## src/rtl/dmem_pkg.sv

```systemverilog
// Shared definitions for the data-memory arbiter.
//   SIZE_*   : access size encodings (11 is treated as a word access)
//   owner_t  : which port owns the load response that is in flight
//   misalign : 1 when an access of the given size is not naturally aligned
package dmem_pkg;

    localparam logic [1:0] SIZE_BYTE = 2'b00;
    localparam logic [1:0] SIZE_HALF = 2'b01;
    localparam logic [1:0] SIZE_WORD = 2'b10;

    typedef enum logic [1:0] {
        OWN_NONE = 2'd0,
        OWN_P0   = 2'd1,
        OWN_P1   = 2'd2
    } owner_t;

    function automatic logic misalign(input logic [1:0] size, input logic [1:0] addr_lo);
        logic bad;
        case (size)
            SIZE_BYTE: bad = 1'b0;
            SIZE_HALF: bad = addr_lo[0];
            default:   bad = (addr_lo != 2'b00);
        endcase
        return bad;
    endfunction

endpackage

```

## src/rtl/dmem_arb_pick.sv

```systemverilog
// Combinational grant selection for the two-port data-memory arbiter.
//   req0, req1  : pending requests (port 0 = CPU, port 1 = debug/DMA)
//   starve_cnt  : consecutive cycles port 1 has lost to port 0
//   grant       : one-hot grant, bit 0 = port 0, bit 1 = port 1
module dmem_arb_pick
    import dmem_pkg::*;
#(
    parameter int STARVE_LIMIT = 4,
    parameter int CNT_W        = 3
) (
    input  logic             req0,
    input  logic             req1,
    input  logic [CNT_W-1:0] starve_cnt,
    output logic [1:0]       grant
);

    logic starved;

    // ">=" rather than "==" so a corrupted counter can never lock port 1 out.
    assign starved  = (starve_cnt >= CNT_W'(STARVE_LIMIT));

    assign grant[0] = req0 & ~(req1 & starved);
    assign grant[1] = req1 & (~req0 | starved);

endmodule

```

## src/rtl/dmem_arbiter.sv

```systemverilog
// Two-port arbiter in front of a single-port, byte-addressed data memory.
//   clk, rst_n            : clock, asynchronous active-low reset
//   req*/we*/size*/addr*/wdata* : requester access (held until gnt*)
//   gnt*                  : combinational accept, at most one per cycle
//   rvalid*/rdata*/err*   : response one cycle after an accepted load or a
//                           rejected (misaligned) access
//   m_addr/m_we/m_re/m_half/m_byte/m_wdata : memory command, driven from the winner
//   m_rdata               : memory read data, valid the cycle after m_re
module dmem_arbiter
    import dmem_pkg::*;
#(
    parameter int ADDR_W       = 32,
    parameter int STARVE_LIMIT = 4
) (
    input  logic              clk,
    input  logic              rst_n,
    input  logic              req0,
    input  logic              we0,
    input  logic [1:0]        size0,
    input  logic [ADDR_W-1:0] addr0,
    input  logic [31:0]       wdata0,
    input  logic              req1,
    input  logic              we1,
    input  logic [1:0]        size1,
    input  logic [ADDR_W-1:0] addr1,
    input  logic [31:0]       wdata1,
    output logic              gnt0,
    output logic              gnt1,
    output logic              rvalid0,
    output logic              rvalid1,
    output logic [31:0]       rdata0,
    output logic [31:0]       rdata1,
    output logic              err0,
    output logic              err1,
    output logic [ADDR_W-1:0] m_addr,
    output logic              m_we,
    output logic              m_re,
    output logic              m_half,
    output logic              m_byte,
    output logic [31:0]       m_wdata,
    input  logic [31:0]       m_rdata
);

    localparam int CNT_W = $clog2(STARVE_LIMIT + 1);

    logic [CNT_W-1:0]  starve_cnt;
    logic [1:0]        pick;
    owner_t            resp_owner;
    logic [31:0]       rdata0_q;
    logic [31:0]       rdata1_q;

    logic              sel_we;
    logic [1:0]        sel_size;
    logic [ADDR_W-1:0] sel_addr;
    logic [31:0]       sel_wdata;
    logic              any_gnt;
    logic              mis;

    dmem_arb_pick #(
        .STARVE_LIMIT (STARVE_LIMIT),
        .CNT_W        (CNT_W)
    ) u_pick (
        .req0       (req0),
        .req1       (req1),
        .starve_cnt (starve_cnt),
        .grant      (pick)
    );

    // Grants are masked while in reset so the memory sees no command.
    assign gnt0      = pick[0] & rst_n;
    assign gnt1      = pick[1] & rst_n;
    assign any_gnt   = gnt0 | gnt1;

    assign sel_we    = gnt1 ? we1    : we0;
    assign sel_size  = gnt1 ? size1  : size0;
    assign sel_addr  = gnt1 ? addr1  : addr0;
    assign sel_wdata = gnt1 ? wdata1 : wdata0;

    assign mis       = any_gnt & misalign(sel_size, sel_addr[1:0]);

    assign m_addr    = sel_addr;
    assign m_wdata   = sel_wdata;
    assign m_half    = (sel_size == SIZE_HALF);
    assign m_byte    = (sel_size == SIZE_BYTE);
    assign m_we      = any_gnt & ~mis &  sel_we;
    assign m_re      = any_gnt & ~mis & ~sel_we;

    // During the response cycle the memory's registered data is passed straight
    // through; the hold register keeps it visible afterwards.
    assign rdata0    = (resp_owner == OWN_P0) ? m_rdata : rdata0_q;
    assign rdata1    = (resp_owner == OWN_P1) ? m_rdata : rdata1_q;

    always_ff @(posedge clk or negedge rst_n) begin
        if (!rst_n) begin
            starve_cnt <= '0;
            resp_owner <= OWN_NONE;
            rvalid0    <= 1'b0;
            rvalid1    <= 1'b0;
            err0       <= 1'b0;
            err1       <= 1'b0;
            rdata0_q   <= '0;
            rdata1_q   <= '0;
        end else begin
            if (!req1 || gnt1)
                starve_cnt <= '0;
            else if (gnt0)
                starve_cnt <= starve_cnt + CNT_W'(1);

            rvalid0 <= gnt0 & (mis | ~we0);
            rvalid1 <= gnt1 & (mis | ~we1);
            err0    <= gnt0 & mis;
            err1    <= gnt1 & mis;

            if (gnt0 && !mis && !we0)
                resp_owner <= OWN_P0;
            else if (gnt1 && !mis && !we1)
                resp_owner <= OWN_P1;
            else
                resp_owner <= OWN_NONE;

            // A new error response supersedes the load data being presented now.
            if (gnt0 && mis)
                rdata0_q <= '0;
            else if (resp_owner == OWN_P0)
                rdata0_q <= m_rdata;

            if (gnt1 && mis)
                rdata1_q <= '0;
            else if (resp_owner == OWN_P1)
                rdata1_q <= m_rdata;
        end
    end

endmodule
```

## config.mk

```make
export PLATFORM = sky130hd
export DESIGN_NAME = dmem_arbiter
export DESIGN_NICKNAME = d
export VERILOG_FILES = /design/src/rtl/dmem_pkg.sv /design/src/rtl/dmem_arb_pick.sv /design/src/rtl/dmem_arbiter.sv
export SDC_FILE = /design/constraint.sdc
export NUM_CORES = 1
export LEC_CHECK = 0
export CAP_MARGIN = 20
export CORE_AREA = 2 2 118 120
export DETAILED_ROUTE_END_ITERATION = 10
export DIE_AREA = 0 0 120 122
export GPL_ROUTABILITY_DRIVEN = 0
export PLACE_DENSITY = 0.77
export SLEW_MARGIN = 5
export SYNTH_ARGS = -nofsm -noshare
export SYNTH_HDL_FRONTEND = slang
export SYNTH_HIERARCHICAL = 1
export SYNTH_SLANG_ARGS = --single-unit
```

## constraint.sdc

```tcl
create_clock -name clk -period 2.5 [get_ports clk]
set_input_delay 0.75 -clock clk [delete_from_list [all_inputs] [get_ports clk]]
set_output_delay 0.75 -clock clk [all_outputs]
set_load 0.01 [all_outputs]
```

==> flow_summary.yaml <==
grt:
  grt_antenna_before_repair: 3
  grt_pass1_wl_microns: 26700
  grt_max_degree: 73
  grt_pass1_vias: 4441
  grt_remaining_overflow: 0
  grt_use_total_pct: 25.0
floorplan:
  start_util_pct: 30.0
  die_w_microns: 120
  core_area_sq_um: 13500
  ioPinCount: 308
  die_h_microns: 122
  num_rows: 43
  die_area_sq_um: 14600
layout:
  drive_gt1_share_pct: 51.1
  syn_to_final_growth_pct: 109
  final_nets: 867
  final_cells: 882
worst_setup_path:
  path_class: "input pin to primary output"
  r2r_end: "rdata0_q[26]"
  arrival_ns: 1.97
  setup.worst_path.end_class: "primary output"
  cp.required_ns: 1.75
  reg2reg_depth: 11
  crit_path_start_kind: "input pin"
  ff2ff_setup_slack_ns: 0.33
  r2r-start: "starve_cnt[2]"
  worstPathMaxFanout: 5
timing:
  setup_violations: 69
  worst_pin_slew_ns: 0.914
  clock.fmax_mhz: 368
  period_minus_slack_ns: 2.72
  drv_slew: 0
  hold_violations: 0
  period_share_pct: 109
  fin_skew_ns: 0.00479
  rsz0062_at_grt: "true"
  slew-limit-headroom_pct: 39.0
  setup_ws_ns: -0.220
  hold_slack_ns: 0.347
drt:
  drc: 0
  via_per_inst: 4.67
  dr.pass1.iters: 5
  wire_per_inst_microns: 21.6
  wirelength_microns: 19100
  num_vias: 4116
  drt-initial-drc-count: 187
  drtAntennaViolNets: 0
placed_design:
  hpwl_microns: 13900
  port-buffer-count: 307
  dp_cells: 827
run_status:
  violations: "negative setup slack"
  status: "finished with violations"
synthesis:
  synthesis.area_sq_um: 4060
  yosysTopAreaCellShare_pct: 45.0
  yosysMostFrequentCell: "mux2_2"
  synth_top_cell_by_area: "dfrtp_1"
  ys_top_cells_by_area: "dfrtp_1, mux2_2, nor2b_1"
  ys_seq_area_share_pct: 45.0
  synth-main-ff-cell: "dfrtp_1"
  synth_fp_nets: 502
  synth_common_cells: "mux2_2, dfrtp_1, nor2b_1"
  syn_avg_cell_area_sq_um: 12.3
  yosysWarnings: 6
  synth_edf_count: 0
  synthCells: 331
  synthDistinctLibCells: 32
  synth-seq-cells: 73
  synthArstFlopShare_pct: 100
pwr:
  leakage_uw: 0.00417
  irDropWorstVdd_v: 0.000283
  powerDensity_nw_per_um2: 492
clock_network:
  cts_sinks: 73
  cts_buffers: 9
  clkLatencyLatePin_ns: 0.32
  h-tree-depth: 3
  path_clk_slew_ns: 0.06
  cts.path.max_buffers: 2
  cts_tree: "yes"
  cts_hold_buf: 0
  clock-root-buffer: "clkbuf_16"
job:
  max_cap_violations: 0
hold_path:
  min_path_type: "input pin to asynchronous set/reset pin"
-- cells by family (layout without fill, tap and decap cells) --
group                      Yosys count  after routing  synth area share, %
muxes                              129            129                 35.7
and+or+nand+nor                     83             83                 12.2
DFF                                 73             73                 45.0
buffers and inverters               26            395                 2.96
AOI/OAI and AO/OA                   17             17                 3.30
xor gates and xnor gates             2              2                0.432
adders and majority gates            1              1                0.308
other                                0              2                    0
-- per-layer routing --
metal / up-vias / wire length (microns) / global-route usage, %
met4: 2 / 547 / 9.19
met1: 1989 / 6880 / 27.1
met5: - / 13 / 0
met2: 227 / 10000 / 46.0
li1: 1875 / - / -
met3: 23 / 1620 / 7.35
-- where the power goes --
group | switching [uW] | total, uW | internal (uW)
combinational | 603 | 1530 | 931
clock | 471 | 1260 | 791
sequential | 45.4 | 1390 | 1340
total | 1120 | 4180 | 3060
-- stage by stage --
| step | power (uW) | setup TNS [ns] | instance area [sq um] | setup slack [ns] | utilization, % |
|---|---|---|---|---|---|
| finish | 4180 | -9.54 | 8500 | -0.220 | 62.9 |
| global route | 4380 | -11.63 | 8500 | -0.274 | 62.9 |
| CTS | 4160 | -9.50 | 8330 | -0.281 | 61.7 |
| detailed placement | 2900 | -92.92 | 7600 | -1.07 | 56.2 |
| global placement | 2860 | -89.36 | 7600 | -1.04 | 56.2 |
| floorplan | 1960 | -0.0304 | 4100 | -0.0304 | - |
-- worst max-delay path, stage by stage --
cell and delay [ns]:
buf_6 0.07, a21boi_4 0.20, nand2_4 0.12, buf_12 0.16, buf_12 0.13, buf_6 0.11, mux2_4 0.29, buf_6 0.12
-- cell type report --
type                            instances  area (sq um)
Tap cell                              180           225
Clock buffer                           10           239
Multi-Input combinational cell        232          2340
Timing Repair Buffer                  375          3780
Inverter                                5          21.3
Sequential cell                        73          1830
Antenna cell                            2          5.00
Clock inverter                          5          56.3
Fill cell                            1077          5000
-- timing repair --
action / CTS / global route
endpoints found under the setup margin: 134 / 119
buffers inserted: 27 / 8
hold endpoints to repair: 0 / 0
gates resized for setup: 608 / 89
pin swaps: 7 / 8
cloned: 7 / 4
-- cell usage in the layout (no fill, tap or decap), drive strengths merged, types with 2 or more instances in the layout --
cell	n
mux2	127
clkdlybuf4s15	2
nor3	2
dlymetal6s2s	2
dlygate4sd2	5
inv	4
diode	2
clkbuf	30
buf	182
a21boi	4
clkdlybuf4s50	164
nand2b	2
nor2b	63
nor2	3
dfrtp	73
o21ai	2
clkinv	4
mux2i	2
a21oi	6
nand2	8
-- state kept, by name, indices dropped and copies added (netlist names) --
name	count
err0	1
err1	1
rdata0_q	32
rdata1_q	32
resp_owner	2
rvalid0	1
rvalid1	1
starve_cnt	3
-- worst max path at each step --
stage	startpoint	to	cells after the start
floorplan	req1	m_re	5
global placement	req1	m_addr[20]	6
detailed placement	req1	m_wdata[29]	6
CTS	req1	m_addr[8]	9
global route	req1	m_re	7
finish	req1	m_wdata[23]	8
No activity file was read; power rests on OpenSTA's default activity.
